File: src/rtl/aes_avalon_regfile_p.sv
// aes_avalon_regfile_p
// Avalon-MM register file that sits in front of a block-cipher engine.
// Holds key / msg_in / result banks of BLOCK_WORDS words, a spare scratch
// area, CTRL and a read-only STATUS word. A start/done handshake drives the
// engine, with a cycle timeout and a software abort.
//
// Ports
//   clk, reset_n        clock, asynchronous active-low reset
//   avl_*               Avalon-MM slave; readdata has a fixed latency of 1
//   eng_start           one-cycle start pulse to the engine
//   eng_key / eng_msg   key / input-block snapshot taken at start, word 0 in MSBs
//   eng_done            single-cycle result strobe from the engine
//   eng_result          engine result, sampled while eng_done is high
//   export_sel          export source: 0 key, 1 msg_in, 2 result, 3 STATUS
//   export_data         registered export for the hex displays
module aes_avalon_regfile_p #(
    parameter int DATA_W      = 32,
    parameter int BLOCK_WORDS = 4,
    parameter int NUM_REGS    = 16,
    parameter int ADDR_W      = 4,
    parameter int TIMEOUT_CYC = 1024
) (
    input  logic                          clk,
    input  logic                          reset_n,
    input  logic                          avl_chipselect,
    input  logic                          avl_read,
    input  logic                          avl_write,
    input  logic [ADDR_W-1:0]             avl_address,
    input  logic [DATA_W/8-1:0]           avl_byteenable,
    input  logic [DATA_W-1:0]             avl_writedata,
    output logic [DATA_W-1:0]             avl_readdata,
    output logic                          eng_start,
    output logic [BLOCK_WORDS*DATA_W-1:0] eng_key,
    output logic [BLOCK_WORDS*DATA_W-1:0] eng_msg,
    input  logic                          eng_done,
    input  logic [BLOCK_WORDS*DATA_W-1:0] eng_result,
    input  logic [1:0]                    export_sel,
    output logic [DATA_W-1:0]             export_data
);
    localparam int BW       = BLOCK_WORDS;
    localparam int NB       = DATA_W / 8;
    localparam int HALF     = DATA_W / 2;
    localparam int KEY_BASE = 0;
    localparam int MSG_BASE = BW;
    localparam int RES_BASE = 2 * BW;
    localparam int CNT_W    = $clog2(TIMEOUT_CYC + 1);
    localparam logic [ADDR_W-1:0] CTRL_A = ADDR_W'(NUM_REGS - 2);
    localparam logic [ADDR_W-1:0] STAT_A = ADDR_W'(NUM_REGS - 1);

    typedef enum logic [1:0] {S_IDLE, S_RUN, S_DONE} state_t;

    state_t             state_q, state_d;
    logic [CNT_W-1:0]   cnt_q, cnt_d;
    logic               done_q, done_d, to_q, to_d;
    logic               start_go, load_result;
    logic [DATA_W-1:0]  regs_q [NUM_REGS];   // STATUS slot is never written
    logic [DATA_W-1:0]  wr_mask, status_w, export_d;
    logic               wr_en, ctrl_wr, start_wr, abort_wr, busy;

    for (genvar b = 0; b < NB; b++) begin : g_mask
        assign wr_mask[b*8 +: 8] = {8{avl_byteenable[b]}};
    end

    assign busy     = (state_q == S_RUN);
    assign status_w = {{(DATA_W-3){1'b0}}, busy, to_q, done_q};
    assign wr_en    = avl_chipselect & avl_write;
    assign ctrl_wr  = wr_en & (avl_address == CTRL_A);
    // START/ABORT only count when byte lane 0 is actually written
    assign start_wr = ctrl_wr & avl_byteenable[0] & avl_writedata[0];
    assign abort_wr = ctrl_wr & avl_byteenable[0] & avl_writedata[1];

    // Handshake FSM: next state and status bits
    always_comb begin
        state_d     = state_q;
        cnt_d       = cnt_q;
        done_d      = done_q;
        to_d        = to_q;
        start_go    = 1'b0;
        load_result = 1'b0;
        case (state_q)
            S_IDLE: start_go = start_wr;
            S_RUN: begin
                cnt_d = cnt_q + CNT_W'(1);
                if (abort_wr) begin
                    state_d = S_IDLE;
                    done_d  = 1'b0;
                    to_d    = 1'b0;
                end else if (eng_done) begin
                    load_result = 1'b1;
                    done_d      = 1'b1;
                    state_d     = S_DONE;
                end else if (cnt_q == CNT_W'(TIMEOUT_CYC - 1)) begin
                    done_d  = 1'b1;
                    to_d    = 1'b1;
                    state_d = S_DONE;
                end
            end
            S_DONE: begin
                if (start_wr) begin
                    start_go = 1'b1;
                end else if (ctrl_wr) begin
                    done_d  = 1'b0;
                    to_d    = 1'b0;
                    state_d = S_IDLE;
                end
            end
            default: state_d = S_IDLE;
        endcase
        if (start_go) begin
            state_d = S_RUN;
            cnt_d   = '0;
            done_d  = 1'b0;
            to_d    = 1'b0;
        end
    end

    always_ff @(posedge clk or negedge reset_n) begin
        if (!reset_n) begin
            state_q <= S_IDLE;
            cnt_q   <= '0;
            done_q  <= 1'b0;
            to_q    <= 1'b0;
        end else begin
            state_q <= state_d;
            cnt_q   <= cnt_d;
            done_q  <= done_d;
            to_q    <= to_d;
        end
    end

    // Register banks, engine snapshot and start pulse
    always_ff @(posedge clk or negedge reset_n) begin
        if (!reset_n) begin
            for (int i = 0; i < NUM_REGS; i++) regs_q[i] <= '0;
            eng_start <= 1'b0;
            eng_key   <= '0;
            eng_msg   <= '0;
        end else begin
            for (int i = 0; i < NUM_REGS - 1; i++) begin
                // result bank belongs to the engine while a run is in flight
                if (wr_en && avl_address == ADDR_W'(i) &&
                    !(busy && i >= RES_BASE && i < RES_BASE + BW))
                    regs_q[i] <= (regs_q[i] & ~wr_mask) | (avl_writedata & wr_mask);
            end
            if (load_result) begin
                for (int w = 0; w < BW; w++)
                    regs_q[RES_BASE+w] <= eng_result[(BW-1-w)*DATA_W +: DATA_W];
            end
            eng_start <= start_go;
            if (start_go) begin
                for (int w = 0; w < BW; w++) begin
                    eng_key[(BW-1-w)*DATA_W +: DATA_W] <= regs_q[KEY_BASE+w];
                    eng_msg[(BW-1-w)*DATA_W +: DATA_W] <= regs_q[MSG_BASE+w];
                end
            end
        end
    end

    always_comb begin
        export_d = status_w;
        case (export_sel)
            2'd0: export_d = {regs_q[KEY_BASE][DATA_W-1:HALF], regs_q[KEY_BASE+BW-1][HALF-1:0]};
            2'd1: export_d = {regs_q[MSG_BASE][DATA_W-1:HALF], regs_q[MSG_BASE+BW-1][HALF-1:0]};
            2'd2: export_d = {regs_q[RES_BASE][DATA_W-1:HALF], regs_q[RES_BASE+BW-1][HALF-1:0]};
            default: export_d = status_w;
        endcase
    end

    // Read port samples pre-write contents, so read+write returns the old value
    always_ff @(posedge clk or negedge reset_n) begin
        if (!reset_n) begin
            avl_readdata <= '0;
            export_data  <= '0;
        end else begin
            if (avl_chipselect && avl_read)
                avl_readdata <= (avl_address == STAT_A) ? status_w : regs_q[avl_address];
            export_data <= export_d;
        end
    end

endmodule
File: config.mk
export PLATFORM = sky130hd
export DESIGN_NAME = aes_avalon_regfile_p
export DESIGN_NICKNAME = d
export VERILOG_FILES = /design/src/rtl/aes_avalon_regfile_p.sv
export SDC_FILE = /design/constraint.sdc
export NUM_CORES = 2
export LEC_CHECK = 0
export CAP_MARGIN = 5
export CORE_MARGIN = 2
export CORE_UTILIZATION = 60
export DETAILED_ROUTE_END_ITERATION = 16
export HOLD_SLACK_MARGIN = 0.03
export PLACE_DENSITY = 0.85
export REMOVE_ABC_BUFFERS = 1
export SYNTH_ARGS = -nofsm -noshare
export SYNTH_HDL_FRONTEND = slang
export SYNTH_SLANG_ARGS = --single-unit
File: constraint.sdc
create_clock -name clk -period 4.6 [get_ports clk]
set_clock_uncertainty 0.15 [all_clocks]
set_input_delay 0.92 -clock clk [delete_from_list [all_inputs] [get_ports clk]]
set_output_delay 0.92 -clock clk [all_outputs]
set_load 0.01 [all_outputs]
==> summary.md <==
| Metric | Value |
|---|---|
| Setup Buffers After CTS | 0 |
| Drt first pass iters | 5 |
| Rows | 90 |
| Pwr Total | 18000 uW |
| Clock tree buffer depth | 3 |
| Initial DRC Count | 2482 |
| Req. time, crit path | 4990 ps |
| Die height | 251 um |
| Final Max Slew Viols | 0 |
| CP Capture Type | flop |
| Max-cap violations | 0 |
| CTS resizes | 0 |
| H-Tree Depth | 3 |
| Crit path max fanout | 19 |
| Power Density | 399 nW/um^2 |
| Setup ws final | 1250 ps |
| Final Util | 74.7% |
| Critical Path Start Type | primary input |
| Sequential share of the synthesized area | 55.6% |
| Ratio of cells with drive above 1 in the final layout | 20.0% |
| Antenna-violating nets left | 0 |
| Vias | 26726 |
| Period utilization | 72.9% |
| Pin count of the biggest net entering global routing | 145 |
| RSZ-0062 raised after global routing | false |
| Yosys cell types | 56 |
| Mapped Cells | 2780 |
| Ys flop type | dfrtp_1 |
| Layout area overhead | 23.1% |
| Initial antenna violation count | 19 |
| Status | complete, no violations |
| Fill count | 3692 |
| CTS Buf Count | 82 |
| Achievable clock frequency | 0.298 GHz |
| Hold_buf cts | 0 |
| Root Buffer | clkbuf_16 |
| DRC | 0 |
| I/O Pins | 497 |
| Top cells by area, synth | dfrtp_1 (56%), mux2_2 (11%), mux2_1 (7.4%), mux2i_1 (5.1%), o22a_1 (3.1%) |
| Worst-path clk slew | 60 ps |
| Max_slew headroom | 27.2% |
| Syn_area_per_cell | 13.2 sq um |
| Setup Viol. Count Final | 0 |
| Global route overflow | 0 |
| Port Buf Inserts | 496 |
| Async SR Flop Fraction | 100% |
| Yosys warns | 32 |
| Crit-path cells | clkdlybuf4s50_1 > nand2_1 > or4_2 > buf_4 > o21ai_1 > o22a_1 |
| Initial Util | 60.7% |
| DR WL/cell | 28.6 um |
| Min cycle time layout | 3350 ps |
| Path category of the worst min-delay check | primary input to asynchronous set/reset pin |
| Synth top cells by count | dfrtp_1 (816), mux2_2 (370), mux2_1 (241), nand2_1 (189), mux2i_1 (187) |
| Slew @ Worst Pin | 1090 ps |
| First-pass GRT wire length | 174 mm |
| # clock sinks | 816 |
| Crit-path max cell delay | 1180 ps |
| GRT Total Usage | 36.9% |
| CTS tree | done |
| WHS | 183 ps |
| FF+latch count, synth | 816 |
| Die footprint | 63200 sq um |
| Nets@finish | 3395 |
| Slowest-stage cell, CP | or4_2 |
| Synth top area share | 55.6% |
| Post-Route WL | 116 mm |
| VDD IR-drop max | 0.000305 V |
| Leakage Power | 0.0212 uW |
| Worst EP arrival | 3750 ps |
| GP Congestion | 0.886 |
| Core region area | 60500 sq um |
| Leading area contributor after synthesis | dfrtp_1 |
| Die Width | 251 um |
| Post-synth EDFFs | 0 |
| Final Hold Fails | 0 |
| Clk Latency, worst-skew pair | 630 ps |
| DP Wirelength | 75.0 mm |
| Vias in the first global route | 28222 |
| Most frequent cell after synthesis | dfrtp_1 |
| DP Worst Slack | 733 ps |
| Critical path type | primary input to flop |
| Mapped cell area | 36700 sq um |
| Vias/cell | 6.57 |
cells in the final DEF (no fill, tap or decap), drive strengths merged, types with 2 or more instances in the layout:
cell           netlist  routed
o22a               128     128
inv                  2       4
nor2b                7       7
mux2               611     611
dfrtp              816     816
a21boi             129     129
a22oi               30      30
diode                0      12
nor3                 5       5
xnor2                7       7
o221ai               3       3
nand3               37      37
a211o               29      29
nand4               38      38
a2bb2oi             29      29
xor2                 3       3
and2b                2       2
bufinv               0       8
buf                106      83
nor2                55      55
clkinvlp             0       2
a311oi               2       2
a32o                 2       2
nor4                 6       6
or4                  2       2
and3                 2       2
and2                 2       2
clkbuf             109     122
mux4                35      35
clkinv               0       8
nand2              205     205
nand2b               8       8
nand4b               2       2
nand3b               2       2
a31oi                2       2
a22o                 2       2
clkdlybuf4s50        0     486
o21ai              163     163
mux2i              187     187
cell type report:
class / count / area, sq um / share of cell area, %
diodes: 12 / 30.0 / 0.0664
clock buffers: 122 / 2490 / 5.50
clock inverters: 20 / 313 / 0.692
inverters: 2 / 7.51 / 0.0166
multi-input cells: 1747 / 15300 / 33.9
flip-flops and latches: 816 / 20400 / 45.2
well taps: 782 / 978 / 2.16
repair buffers: 569 / 5640 / 12.5
stage by stage:
step,cells,setup TNS [ps],cell area [sq um]
6_report,4070,0,45200
3_3_place_gp,3916,0,42400
2_1_floorplan,2565,-3215310,35700
3_5_place_dp,3916,0,42400
4_1_cts,4058,0,45200
5_1_grt,4069,0,45200
cell families (layout without fill, tap and decap cells):
logic type	count (synthesis)	after routing	share of synthesized area [%]
and+or+nand+nor	378	378	4.91
AOI/OAI and AO/OA	525	525	10.3
other	0	12	0
muxes	833	833	26.0
xor gates and xnor gates	10	10	0.239
DFF	816	816	55.6
buffers and inverters	217	713	2.88
adders and majority gates	1	1	0.0341
power by group:
group          switching [uW]  internal (uW)
Clock                    2820           4170
Combinational            1150           1300
Sequential                622           7960
routing by layer:
layer  routed length, um  up-vias  global-route usage (%)  share of wire (%)
li1                    -    11032                       -                  -
met1               43900    13654                    46.6                 38
met2               54300     1566                    57.7                 47
met3               10900      462                    9.79                9.4
met4                7170       12                    21.6                6.2
met5                  75        -                       0              0.064
critical path: cells and delay by family:
family	cells	cell delay [ps]
AOI/OAI and AO/OA	2	340
and+or+nand+nor	2	1500
buffers and inverters	2	970
final timing paths:
check / from / end / slack, ps / cells past startpoint
min: reset_n / eng_key[31] / 180 / 1
min reg2reg: eng_msg[110] / eng_msg[110] / 330 / 1
max: avl_chipselect / flop / 1250 / 6
min in group clk: eng_msg[110] / eng_msg[110] / 330 / 1
max reg2reg: state_q[0] / flop / 1880 / 5
max in group asynchronous: reset_n / eng_msg[33] / 2840 / 3
No activity file was read; power rests on OpenSTA's default activity.
